===== config.mk =====
export PLATFORM = sky130hd
export DESIGN_NAME = fetch_unit
export DESIGN_NICKNAME = d
export VERILOG_FILES = /design/src/rtl/arvi_fetch_pkg.sv /design/src/rtl/fetch_fifo.sv /design/src/rtl/fetch_unit.sv
export SDC_FILE = /design/constraint.sdc
export NUM_CORES = 1
export LEC_CHECK = 0
export BUFFER_PORTS_ARGS = -buffer_cell sky130_fd_sc_hd__buf_2
export CAP_MARGIN = 20
export CORE_ASPECT_RATIO = 1.2
export CORE_MARGIN = 2
export CORE_UTILIZATION = 54
export CTS_CLUSTER_DIAMETER = 30
export DETAILED_ROUTE_END_ITERATION = 7
export PLACE_DENSITY = 0.74
export SLEW_MARGIN = 40
export SYNTH_ARGS = -nofsm -noshare
export SYNTH_HDL_FRONTEND = slang
export SYNTH_SLANG_ARGS = --single-unit

===== constraint.sdc =====
create_clock -name i_clk -period 13.8 [get_ports i_clk]
set_input_delay 2.07 -clock i_clk [delete_from_list [all_inputs] [get_ports i_clk]]
set_output_delay 2.07 -clock i_clk [all_outputs]
set_load 0.01 [all_outputs]

===== src/rtl/arvi_fetch_pkg.sv =====
// rtl/arvi_fetch_pkg.sv - shared state encodings, constants and entry sizing for the ARVI fetch front end
package arvi_fetch_pkg;

  typedef logic [1:0] fetch_state_t;

  localparam fetch_state_t FETCH_IDLE = 2'd0;
  localparam fetch_state_t FETCH_REQ  = 2'd1;
  localparam fetch_state_t FETCH_DROP = 2'd2;

  localparam logic [31:0] FETCH_NOP = 32'h0000_0013;

  // Each prefetch entry carries {pc, inst}, plus a misaligned flag when that option is built in.
  function automatic int fetch_entry_width(input int xlen, input bit misalign_en);
    return 2 * xlen + (misalign_en ? 1 : 0);
  endfunction

endpackage


===== src/rtl/fetch_fifo.sv =====
// rtl/fetch_fifo.sv - prefetch FIFO with push, pop, flush and occupancy count
// Head data comes straight from registered storage; flush only resets pointers and count.
module fetch_fifo #(
  parameter int WIDTH = 64,
  parameter int DEPTH = 4
) (
  input  logic                       i_clk,
  input  logic                       i_rst,
  input  logic                       i_push,
  input  logic [WIDTH-1:0]           i_push_data,
  input  logic                       i_pop,
  input  logic                       i_flush,
  output logic [WIDTH-1:0]           o_head,
  output logic [$clog2(DEPTH):0]     o_count
);

  localparam int AW = $clog2(DEPTH);
  localparam int CW = AW + 1;

  logic [WIDTH-1:0] mem_q [DEPTH];
  logic [AW-1:0]    rd_ptr_q;
  logic [AW-1:0]    wr_ptr_q;
  logic [CW-1:0]    count_q;

  always_ff @(posedge i_clk or posedge i_rst) begin
    if (i_rst) begin
      for (int i = 0; i < DEPTH; i++) begin
        mem_q[i] <= '0;
      end
      rd_ptr_q <= '0;
      wr_ptr_q <= '0;
      count_q  <= '0;
    end else if (i_flush) begin
      rd_ptr_q <= '0;
      wr_ptr_q <= '0;
      count_q  <= '0;
    end else begin
      if (i_push) begin
        mem_q[wr_ptr_q] <= i_push_data;
        wr_ptr_q        <= wr_ptr_q + AW'(1);
      end
      if (i_pop) begin
        rd_ptr_q <= rd_ptr_q + AW'(1);
      end
      count_q <= count_q + CW'(i_push) - CW'(i_pop);
    end
  end

  assign o_head  = mem_q[rd_ptr_q];
  assign o_count = count_q;

endmodule


===== src/rtl/fetch_unit.sv =====
// rtl/fetch_unit.sv - ARVI instruction-fetch front end: PC sequencing, redirect handling, prefetch FIFO
// Optional misaligned-fetch reporting is enabled by defining ARVI_FETCH_MISALIGN_EXC_EN.
module fetch_unit
  import arvi_fetch_pkg::*;
#(
  parameter int              XLEN       = 32,
  parameter logic [XLEN-1:0] PC_RESET   = '0,
  parameter int              FIFO_DEPTH = 4
) (
  input  logic                        i_clk,
  input  logic                        i_rst,
  output logic                        o_mem_req,
  output logic [XLEN-1:0]             o_mem_addr,
  input  logic [XLEN-1:0]             i_mem_data,
  input  logic                        i_mem_ready,
  input  logic                        i_redirect,
  input  logic [XLEN-1:0]             i_redirect_pc,
  output logic                        o_valid,
  output logic [XLEN-1:0]             o_inst,
  output logic [XLEN-1:0]             o_pc,
  input  logic                        i_ready,
`ifdef ARVI_FETCH_MISALIGN_EXC_EN
  output logic                        o_misaligned,
`endif
  output logic [$clog2(FIFO_DEPTH):0] o_count
);

`ifdef ARVI_FETCH_MISALIGN_EXC_EN
  localparam bit MIS_EN = 1'b1;
`else
  localparam bit MIS_EN = 1'b0;
`endif
  localparam int EW = fetch_entry_width(XLEN, MIS_EN);
  localparam int CW = $clog2(FIFO_DEPTH) + 1;

  fetch_state_t    state_q, state_d;
  logic [XLEN-1:0] fetch_pc_q, fetch_pc_d;
  logic [XLEN-1:0] addr_q, addr_d;
  logic [XLEN-1:0] redirect_tgt, launch_pc, pc_plus4, push_inst;
  logic            launch_mis;
  logic            push, pop, flush;
  logic [EW-1:0]   push_data, head;
  logic [CW-1:0]   count, after_pop;
  logic            space_now, space_next;
`ifdef ARVI_FETCH_MISALIGN_EXC_EN
  logic            stall_q, stall_d;
  logic            push_mis;
`endif

`ifdef ARVI_FETCH_MISALIGN_EXC_EN
  assign redirect_tgt = i_redirect_pc;
  assign launch_mis   = (launch_pc[1:0] != 2'b00);
`else
  assign redirect_tgt = {i_redirect_pc[XLEN-1:2], 2'b00};
  assign launch_mis   = 1'b0;
`endif

  // The address a new request would use: redirect target if one arrives, else the running PC.
  assign launch_pc  = i_redirect ? redirect_tgt : fetch_pc_q;
  assign pc_plus4   = fetch_pc_q + XLEN'(4);
  assign pop        = o_valid && i_ready && !i_redirect;
  assign after_pop  = count - CW'(pop);
  assign space_now  = after_pop < CW'(FIFO_DEPTH);
  assign space_next = (after_pop + CW'(1)) < CW'(FIFO_DEPTH);

  always_comb begin
    state_d    = state_q;
    fetch_pc_d = fetch_pc_q;
    addr_d     = addr_q;
    push       = 1'b0;
    flush      = 1'b0;
    push_inst  = i_mem_data;
`ifdef ARVI_FETCH_MISALIGN_EXC_EN
    stall_d    = stall_q;
    push_mis   = 1'b0;
`endif
    if (i_redirect) begin
      flush      = 1'b1;
      fetch_pc_d = redirect_tgt;
`ifdef ARVI_FETCH_MISALIGN_EXC_EN
      stall_d    = 1'b0;
`endif
    end
    case (state_q)
      FETCH_IDLE: begin
        if (i_redirect || space_now) begin
          if (!launch_mis) begin
            state_d = FETCH_REQ;
            addr_d  = launch_pc;
          end
`ifdef ARVI_FETCH_MISALIGN_EXC_EN
          else if (!i_redirect && !stall_q) begin
            push      = 1'b1;
            push_mis  = 1'b1;
            push_inst = XLEN'(FETCH_NOP);
            stall_d   = 1'b1;
          end
`endif
        end
      end
      FETCH_REQ: begin
        if (i_redirect) begin
          if (i_mem_ready) begin
            state_d = launch_mis ? FETCH_IDLE : FETCH_REQ;
            addr_d  = launch_pc;
          end else begin
            state_d = FETCH_DROP;
          end
        end else if (i_mem_ready) begin
          push       = 1'b1;
          fetch_pc_d = pc_plus4;
          if (space_next) begin
            addr_d = pc_plus4;
          end else begin
            state_d = FETCH_IDLE;
          end
        end
      end
      FETCH_DROP: begin
        // The abandoned request must still complete before a new one may be issued.
        if (i_mem_ready) begin
          state_d = launch_mis ? FETCH_IDLE : FETCH_REQ;
          addr_d  = launch_pc;
        end
      end
      default: state_d = FETCH_IDLE;
    endcase
  end

`ifdef ARVI_FETCH_MISALIGN_EXC_EN
  assign push_data = {push_mis, fetch_pc_q, push_inst};
`else
  assign push_data = {fetch_pc_q, push_inst};
`endif

  always_ff @(posedge i_clk or posedge i_rst) begin
    if (i_rst) begin
      state_q    <= FETCH_IDLE;
      fetch_pc_q <= PC_RESET;
      addr_q     <= PC_RESET;
`ifdef ARVI_FETCH_MISALIGN_EXC_EN
      stall_q    <= 1'b0;
`endif
    end else begin
      state_q    <= state_d;
      fetch_pc_q <= fetch_pc_d;
      addr_q     <= addr_d;
`ifdef ARVI_FETCH_MISALIGN_EXC_EN
      stall_q    <= stall_d;
`endif
    end
  end

  fetch_fifo #(
    .WIDTH (EW),
    .DEPTH (FIFO_DEPTH)
  ) u_fifo (
    .i_clk       (i_clk),
    .i_rst       (i_rst),
    .i_push      (push),
    .i_push_data (push_data),
    .i_pop       (pop),
    .i_flush     (flush),
    .o_head      (head),
    .o_count     (count)
  );

  assign o_mem_req  = (state_q != FETCH_IDLE);
  assign o_mem_addr = addr_q;
  assign o_valid    = (count != '0);
  assign o_inst     = head[XLEN-1:0];
  assign o_pc       = head[2*XLEN-1:XLEN];
  assign o_count    = count;
`ifdef ARVI_FETCH_MISALIGN_EXC_EN
  assign o_misaligned = head[EW-1];
`endif

endmodule


==> results.sh <==
export IMPL_status="finished clean"
export IMPL_grt_pass1_wl_um=58500
export IMPL_rows=67
export IMPL_final_nets=1416
export IMPL_syn_area_um2=15500
export IMPL_die_h_um=190
export IMPL_root_buffer="clkbuf_16"
export IMPL_final_setup_skew_ns=0.0132
export IMPL_critPathMaxFanout=43
export IMPL_portBuffers=167
export IMPL_wire_per_inst_um=20.6
export IMPL_viasPerCell=5.96
export IMPL_final_cells=1763
export IMPL_pre_cts_ws_ns=8.66
export IMPL_cp_arrival_ns=2.79
export IMPL_nFillCells=2025
export IMPL_setup_worst_path_end_class="primary output"
export IMPL_yosys_area_share_simple_pct=6.93
export IMPL_syn_nets=1269
export IMPL_overflow=0
export IMPL_postRouteWirelength_um=36400
export IMPL_clkLatencyLatePin_ns=0.57
export IMPL_route_met2_wl_um=17900
export IMPL_gp_congestion=0.839
export IMPL_max_freq_ghz=0.206
export IMPL_finalSetupTns_ns=0
export IMPL_cts_setup_buffers=0
export IMPL_max_slew_margin_pct=43.4
export IMPL_yosys_area_top_type_share_pct=53.1
export IMPL_grt_max_degree=112
export IMPL_drt_met1_wl_um=15200
export IMPL_fp_coreArea_um2=28100
export IMPL_worstPathRequired_ns=11.73
export IMPL_multi_input_area_um2=6900
export IMPL_ir_drop_uv=189
export IMPL_synthAdderAreaFrac_pct=1.18
export IMPL_synth_common_cells="dfrtp_1 (329), mux2_2 (241), nand2_1 (84)"
export IMPL_min_from="u_fifo.mem_q[249]$_DFFE_PP0P_"
export IMPL_postCtsHoldBufs=0
export IMPL_synth_mux_area_share_pct=27.3
export IMPL_drtIter0Drc=699
export IMPL_synth_compound_area_share_pct=6.52
export IMPL_synth_top_family_by_area="multiplexers"
export IMPL_synth_seq_cells=329
export IMPL_worstSetupStartpointType="register"
export IMPL_place_hpwl_um=21900
export IMPL_fin_ws_ns=8.94
export IMPL_synth_xor_area_share_pct=2.09
export IMPL_drive_above_1_share_pct=44.1
export IMPL_syn2layout_area_growth_pct=21.7
export IMPL_ctsResizeCount=0
export IMPL_avgSynthCellArea_um2=13.1
export IMPL_grt_pass1_vias=11100
export IMPL_grtUsageTotal_pct=24.8
export IMPL_postSynth_asyncResetShare_pct=100
export IMPL_drv_slew=0
export IMPL_synth_area_top_cells="dfrtp_1 (53%), mux2_2 (18%), mux4_2 (9.3%), nand2_1 (2.0%), o21ai_0 (1.5%)"
export IMPL_diodes=0
export IMPL_yosysMostFrequentCell="dfrtp_1"
export IMPL_r2r_start="state_q[1]$_DFFE_PP0P_"
export IMPL_boundaryPins=170
export IMPL_antenna_found_initial=0
export IMPL_syn_inst=1186
export IMPL_synth_warnings=0
export IMPL_cap_violations=0
export IMPL_synth_distinct_cells=54
export IMPL_period_share_pct=35.2
export IMPL_register_area_um2=8240
export IMPL_drc_errors=0
export IMPL_initial_core_util_pct=55.2
export IMPL_tightest_slew_ns=0.848
export IMPL_die_x_um=159
export IMPL_hold_class="reg2reg"
export IMPL_cts_htree_levels=2
export IMPL_numCtsBuffers=59
export IMPL_setup_violations=0
export IMPL_rsz0062_at_grt="false"
export IMPL_hold_viol_final=0
export IMPL_cts_tree="built"
export IMPL_finalCriticalPeriod_ns=4.86
export IMPL_dp_cells=1651
export IMPL_wl_met3_um=2360
export IMPL_cts_sinks=329
export IMPL_p_leak_nw=8.70
export IMPL_ant_nets=0
export IMPL_synth_top_flop_cell="dfrtp_1"
export IMPL_top_layer="met4"
export IMPL_synth_seq_area_share_pct=53.1
export IMPL_drt_pass1_iterations=7
export IMPL_vias=10500
export IMPL_clockBufferDepth=3
export IMPL_p_per_area_nw_per_um2=241
export IMPL_cts_clk_slew_worst_paths_ns=0.05
export IMPL_fp_dieArea_um2=30100
export IMPL_synth_area_leader_cell="dfrtp_1"
export IMPL_synth_edff_count=0
export IMPL_crit_type="reg2out"
export IMPL_startpoint="u_fifo.rd_ptr_q[0]$_DFFE_PP0P_"
per-layer routing:
layer	up-vias	track usage (%)
li1	4678	-
met2	362	41.1
met4	0	7.97
met3	63	4.92
met5	-	0
met1	5403	32.8
critical path, cell delays in order, from the launching register on:
cell,delay [ns]
dfrtp_4,0.71
buf_4,0.69
mux4_2,0.63
buf_2,0.17
cell families after synthesis:
| group | count (synthesis) |
|---|---|
| xor gates and xnor gates | 37 |
| DFF | 329 |
| adders and majority gates | 14 |
| AOI/OAI and AO/OA | 157 |
| muxes | 312 |
| and+or+nand+nor | 224 |
| buffers and inverters | 113 |
worst paths after layout:
kind	end	slack, ns	depth (start not counted)
setup / recovery	o_pc[18]	8.94	3
hold / removal	u_fifo.mem_q[249]$_DFFE_PP0P_	0.48	2
setup reg to reg	u_fifo.o_count[2]$_DFF_PP0_	10.15	10
hold reg to reg	u_fifo.mem_q[249]$_DFFE_PP0P_	0.48	2
max in group asynchronous	u_fifo.mem_q[50]$_DFFE_PP0P_	10.57	4
min in group asynchronous	u_fifo.mem_q[124]$_DFFE_PP0P_	1.58	2
final cells by class:
type,count,area share [%]
flip-flops and latches,329,43.7
clock inverters,44,3.27
well taps,379,2.51
repair buffers,179,5.01
inverters,20,0.464
clock buffers,68,8.49
multi-input cells,744,36.6
power breakdown:
part           internal, W  leakage (nW)  switching [W]
sequential         0.00131          4.28       0.000234
combinational     0.000704          3.34       0.000702
clock              0.00107          1.08       0.000523
total              0.00308          8.70        0.00146
cells in the final DEF, fill, tap and decap left out, types with 9 or more instances in the layout:
cell and count:
o21ai_0 45, o31ai_1 9, nor3_1 17, a32oi_1 11, a21oi_1 18, inv_1 19
nand3_1 19, xor2_1 16, o21ai_1 27, nor2_1 42, nand4_1 15, clkbuf_16 60
bufinv_16 12, buf_2 167, mux2_2 241, xnor2_1 21, dfrtp_1 327, mux4_2 64
nand2_1 80, ha_1 13, inv_6 15
sequential cells by signal (all words and copies together), names as in the netlist:
register and count:
u_fifo.mem_q 256, o_mem_addr 32, fetch_pc_q 32, state_q 2, u_fifo.rd_ptr_q 2, u_fifo.o_count 3, u_fifo.wr_ptr_q 2
per-stage QoR:
| step | hold WS, ns | power, W | util, % | cell area, um^2 |
|---|---|---|---|---|
| 2_1_floorplan | 0.445 | 0.00247 | - | 15500 |
| 3_3_place_gp | 0.456 | 0.00289 | 59.0 | 16600 |
| 3_5_place_dp | 0.469 | 0.00295 | 59.2 | 16600 |
| 4_1_cts | 0.481 | 0.00457 | 67.1 | 18800 |
| 5_1_grt | 0.507 | 0.00477 | 67.2 | 18900 |
| 6_report | 0.475 | 0.00454 | 67.2 | 18900 |
Power figures use the tool's default switching activity.
